### config.mk
export PLATFORM = sky130hd
export DESIGN_NAME = axis_width_upsizer
export DESIGN_NICKNAME = d
export VERILOG_FILES = /design/src/rtl/axis_image_vip_pkg.sv /design/src/rtl/axis_width_upsizer.sv
export VERILOG_INCLUDE_DIRS = /design/src /design/src/rtl
export SDC_FILE = /design/constraint.sdc
export NUM_CORES = 1
export LEC_CHECK = 0
export ABC_CLOCK_PERIOD_IN_PS = 2300
export CAP_MARGIN = 20
export CORE_MARGIN = 3
export CORE_UTILIZATION = 50
export CTS_CLUSTER_DIAMETER = 30
export DETAILED_ROUTE_END_ITERATION = 8
export MAX_ROUTING_LAYER = met4
export PLACE_DENSITY_LB_ADDON = 0.2
export SLEW_MARGIN = 30
export SYNTH_ARGS = -nofsm -noshare
export SYNTH_HDL_FRONTEND = slang
export SYNTH_SLANG_ARGS = --single-unit
### constraint.sdc
create_clock -name clk_i -period 2.3 [get_ports clk_i]
set_clock_uncertainty 0.15 [all_clocks]
set_input_delay 0.69 -clock clk_i [delete_from_list [all_inputs] [get_ports clk_i]]
set_output_delay 0.69 -clock clk_i [all_outputs]
set_load 0.1 [all_outputs]
### src/rtl/axis_image_vip_config.svh
// Build-wide defaults for the AXI-Stream image VIP blocks (source and sink beat widths).
`ifndef AXIS_IMAGE_VIP_CONFIG_SVH
`define AXIS_IMAGE_VIP_CONFIG_SVH

`define SOURCE_BYTES 1
`define SINK_BYTES   4

`endif

### src/rtl/axis_image_vip_pkg.sv
// Shared helpers for the AXI-Stream image VIP: width ratio and lane-counter sizing.
package axis_image_vip_pkg;

  function automatic int calc_ratio(input int in_bytes, input int out_bytes);
    if (in_bytes <= 0) return 1;
    return out_bytes / in_bytes;
  endfunction

  // A counter for one lane still needs a single bit so the port widths stay legal.
  function automatic int lane_width(input int ratio);
    if (ratio <= 2) return 1;
    return $clog2(ratio);
  endfunction

endpackage

### src/rtl/axis_width_upsizer.sv
// Packs RATIO narrow AXI-Stream beats into one wide beat, little-endian, early-closing on last.
// Optional byte-keep output is enabled with `define AXIS_UPSIZER_KEEP_EN.
`include "axis_image_vip_config.svh"

module axis_width_upsizer
  import axis_image_vip_pkg::*;
#(
  parameter int INPUT_BYTES  = `SOURCE_BYTES,
  parameter int OUTPUT_BYTES = `SINK_BYTES,
  localparam int INPUT_BITS  = INPUT_BYTES * 8,
  localparam int OUTPUT_BITS = OUTPUT_BYTES * 8,
  localparam int RATIO       = calc_ratio(INPUT_BYTES, OUTPUT_BYTES)
) (
  input  logic                   clk_i,
  input  logic                   rstn_i,
  input  logic [INPUT_BITS-1:0]  axis_s_data_i,
  input  logic                   axis_s_valid_i,
  output logic                   axis_s_ready_o,
  input  logic                   axis_s_last_i,
  input  logic                   axis_s_user_i,
  output logic [OUTPUT_BITS-1:0] axis_m_data_o,
  output logic                   axis_m_valid_o,
  input  logic                   axis_m_ready_i,
  output logic                   axis_m_last_o,
  output logic                   axis_m_user_o
`ifdef AXIS_UPSIZER_KEEP_EN
  ,
  output logic [OUTPUT_BYTES-1:0] axis_m_keep_o
`endif
);

  localparam int LANE_W = lane_width(RATIO);
  localparam logic [LANE_W-1:0] LAST_LANE = LANE_W'(RATIO - 1);

  if ((OUTPUT_BYTES < INPUT_BYTES) || ((OUTPUT_BYTES % INPUT_BYTES) != 0)) begin : g_bad_ratio
    $error("axis_width_upsizer: OUTPUT_BYTES must be an integer multiple of INPUT_BYTES");
  end

  logic [LANE_W-1:0]      lane_q;
  logic [OUTPUT_BITS-1:0] pack_q;
  logic                   user_q;
  logic [OUTPUT_BITS-1:0] word_c;
  logic                   word_user;
  logic                   out_free;
  logic                   s_accept;
  logic                   completing;

  assign out_free       = !axis_m_valid_o || axis_m_ready_i;
  assign completing     = (lane_q == LAST_LANE) || axis_s_last_i;
  assign axis_s_ready_o = out_free || ((lane_q != LAST_LANE) && !axis_s_last_i);
  assign s_accept       = axis_s_valid_i && axis_s_ready_o;
  assign word_user      = (lane_q == '0) ? axis_s_user_i : user_q;

  // The pack register is cleared whenever a word leaves, so unfilled upper lanes read as zero.
  always_comb begin
    word_c = pack_q;
    word_c[int'(lane_q)*INPUT_BITS +: INPUT_BITS] = axis_s_data_i;
  end

`ifdef AXIS_UPSIZER_KEEP_EN
  logic [OUTPUT_BYTES-1:0] keep_c;

  always_comb begin
    keep_c = '0;
    for (int b = 0; b < OUTPUT_BYTES; b++) begin
      keep_c[b] = ((b / INPUT_BYTES) <= int'(lane_q));
    end
  end
`endif

  always_ff @(posedge clk_i) begin
    if (!rstn_i) begin
      lane_q         <= '0;
      pack_q         <= '0;
      user_q         <= 1'b0;
      axis_m_data_o  <= '0;
      axis_m_valid_o <= 1'b0;
      axis_m_last_o  <= 1'b0;
      axis_m_user_o  <= 1'b0;
`ifdef AXIS_UPSIZER_KEEP_EN
      axis_m_keep_o  <= '0;
`endif
    end else begin
      if (axis_m_valid_o && axis_m_ready_i) begin
        axis_m_valid_o <= 1'b0;
      end
      // A completing beat can only be accepted while the output slot is free.
      if (s_accept) begin
        if (completing) begin
          axis_m_data_o  <= word_c;
          axis_m_valid_o <= 1'b1;
          axis_m_last_o  <= axis_s_last_i;
          axis_m_user_o  <= word_user;
`ifdef AXIS_UPSIZER_KEEP_EN
          axis_m_keep_o  <= keep_c;
`endif
          lane_q         <= '0;
          pack_q         <= '0;
        end else begin
          pack_q <= word_c;
          lane_q <= lane_q + 1'b1;
          if (lane_q == '0) begin
            user_q <= axis_s_user_i;
          end
        end
      end
    end
  end

endmodule

==> impl_metrics.json <==
{
  "period_share": 0.9848,
  "grt_use_total": 0.2484,
  "fmax_ghz": 0.4415,
  "avgSynthCellArea_um2": 9.607,
  "slew_headroom": 0.5857,
  "synth_warnings": 0,
  "crit_arrival_ns": 1.42,
  "drive_gt1_frac": 0.2742,
  "syn-num-nets": 308,
  "leakage_nw": 1.675,
  "rsz0062_at_grt": "false",
  "htree_num_levels": 3,
  "status": "finished, final reports clean",
  "required_ns": 1.46,
  "fin_crit_ns": 2.265,
  "tightest_slew_ns": 0.6215,
  "rows": 26,
  "postSynthCellCount": 289,
  "synth_area_leaders": "dfxtp_1 50%, a221oi_1 9.1%, o21ai_0 5.9%, nor2_1 4.7%, nand2_1 3.1%",
  "yosysUniqueCellTypes": 37,
  "avgRoutedWirePerCell_um": 16.79,
  "clkTransAtPathRegs_ns": 0.06,
  "syn-cell-area_um2": 2776,
  "place_area_um2": 3840,
  "start_util": 0.5301,
  "path_class": "primary input to output pin",
  "grt_max_degree": 27,
  "hold_path_class": "flop to flop",
  "insertion_delay_ns": 0.34,
  "grt_pass1_wl_mm": 11.85,
  "drt_iter0_markers": 194,
  "mostFrequentLayoutCells": "68 x dfxtp_1, 38 x buf_12, 35 x nor2_1",
  "fin_area_um2": 4029,
  "dieArea_um2": 6483,
  "hpwl_mm": 4.900,
  "endpoint_kind": "output pin",
  "numCtsBuffers": 9,
  "areaGrowthSynthToFinish_pct": 45.11,
  "r2r-end": "pack_q[12]",
  "clock_sinks": 70,
  "io_pins": 50,
  "fin_cells": 431,
  "critPathLaunch": "axis_s_last_i",
  "cap_violations": 0,
  "fp.dieH_um": 80.52,
  "crit_path_max_fanout": 2,
  "power_density_nw_per_um2": 706.9,
  "final_common_cell": "dfxtp_1",
  "vias_per_cell": 5.940,
  "antenna_found_initial": 0,
  "cts_root_buf": "clkbuf_8",
  "overflow": 0,
  "hold_viol": 0,
  "drt-total-wl_mm": 7.236,
  "ant_nets": 0,
  "portBuffers": 49,
  "dieWidth_um": 80.52,
  "drv_slew": 0,
  "core_area_um2": 5238,
  "regToRegStartpoint": "lane_q[1]",
  "gp_congestion": 0.8958,
  "synth_top_area_frac": 0.5047,
  "fin_nets": 377,
  "peakVddDrop_v": 0.0004689,
  "setup_viol": 0,
  "drcViolationCount": 0,
  "ys_seq_elements": 70,
  "first_pass_iters": 4,
  "hold_buffers": 0,
  "route.vias.total": 2560,
  "r2r_slack_ns": 0.23,
  "cts.path.max_buffers": 2,
  "r2r_cells": 6,
  "dp.cells": 415,
  "ys_seq_area_frac": 0.5047,
  "cp-start-kind": "primary input",
  "grt_pass1_vias": 2454,
  "post-synth-top-area-cell": "dfxtp_1",
  "setup_ws_ns": 0.03505,
  "crit_end": "axis_s_ready_o",
  "place_worst_setup_slack_ns": -0.2091,
  "antenna_cells": 0,
  "tritoncts": "yes"
}
report_power, final:
group | total [W] | internal, W | switching (W)
sequential | 0.00131 | 0.00126 | 0.0000459
combinational | 0.000729 | 0.000261 | 0.000467
clock | 0.000813 | 0.000406 | 0.000408
total | 0.00285 | 0.00193 | 0.000921
worst min-delay path by stage:
stage                     startpoint  slack [ns]        end  cells after the start
after global routing       pack_q[4]        0.34  pack_q[4]                      2
after global placement     pack_q[6]        0.29  pack_q[6]                      2
final                      pack_q[1]        0.32  pack_q[1]                      2
after detailed placement   pack_q[1]        0.30  pack_q[1]                      2
after floorplan            pack_q[1]        0.29  pack_q[1]                      2
after CTS                  pack_q[1]        0.31  pack_q[1]                      2
state kept, by name, summed over array words and instances, names as in the netlist:
name / cells
axis_m_data_o: 32
pack_q: 32
lane_q: 2
axis_m_last_o: 1
axis_m_user_o: 1
axis_m_valid_o: 1
user_q: 1
per-stage QoR:
step                power (W)    util  TNS, ns  hold slack (ns)
finish               0.002848  0.7692        0           0.3178
global route         0.002963  0.7692        0           0.3426
detailed placement   0.002050  0.7332   -4.291           0.3045
floorplan            0.001751       -        0           0.2854
global placement     0.002040  0.7332   -2.779           0.2925
CTS                  0.002861  0.7685        0           0.3142
timing repair:
item                       in CTS  in global routing
pin swaps                       1                  0
gates resized for setup         6                  2
buffers inserted                2                  0
setup endpoints to repair       1                  7
cell usage after synthesis:
library cell	instances
dfxtp_1	70
nor2_1	35
o21ai_0	33
a221oi_1	29
nand2_1	23
and3_1	12
o22ai_1	11
a21oi_1	10
a22o_1	8
clkbuf_1	8
buf_2	7
a22o_2	5
ha_1	5
inv_1	3
nand3_1	3
buf_6	2
clkinv_1	2
inv_2	2
nand2b_1	2
nor3b_4	2
a211oi_1	1
a211oi_2	1
a211oi_4	1
a22oi_1	1
a32oi_1	1
and2b_1	1
and3_2	1
and3_4	1
and4b_2	1
buf_1	1
mux2i_1	1
nand2_4	1
nor3_1	1
nor3b_1	1
nor4_4	1
nor4b_4	1
or2_1	1
cells by family after synthesis:
logic type / synth area share
buffers and inverters: 0.04236
AOI/OAI and AO/OA: 0.2573
adders and majority gates: 0.02253
muxes: 0.003605
and+or+nand+nor: 0.1694
DFF: 0.5047
routing by layer:
| layer | GRT usage | wire [um] | vias to the layer above |
|---|---|---|---|
| li1 | - | - | 1211 |
| met1 | 0.3217 | 3186 | 1203 |
| met2 | 0.3593 | 3268 | 120 |
| met3 | 0.04260 | 516 | 26 |
| met4 | 0.1554 | 264 | 0 |
| met5 | - | 0 | - |
critical path: stages:
cell and delay [ns]:
dlygate4sd2_1 0.24, or2_4 0.25, nand2b_4 0.08, buf_12 0.17
final cells by class:
| class | instances | area, um2 |
|---|---|---|
| Inverter | 7 | 26.28 |
| Timing Repair Buffer | 76 | 1076 |
| Sequential cell | 70 | 1404 |
| Clock buffer | 12 | 145.1 |
| Fill cell | 349 | 1209 |
| Multi-Input combinational cell | 194 | 1280 |
| Tap cell | 70 | 87.58 |
| Clock inverter | 2 | 10.01 |
(Power assumes the default switching activity.)
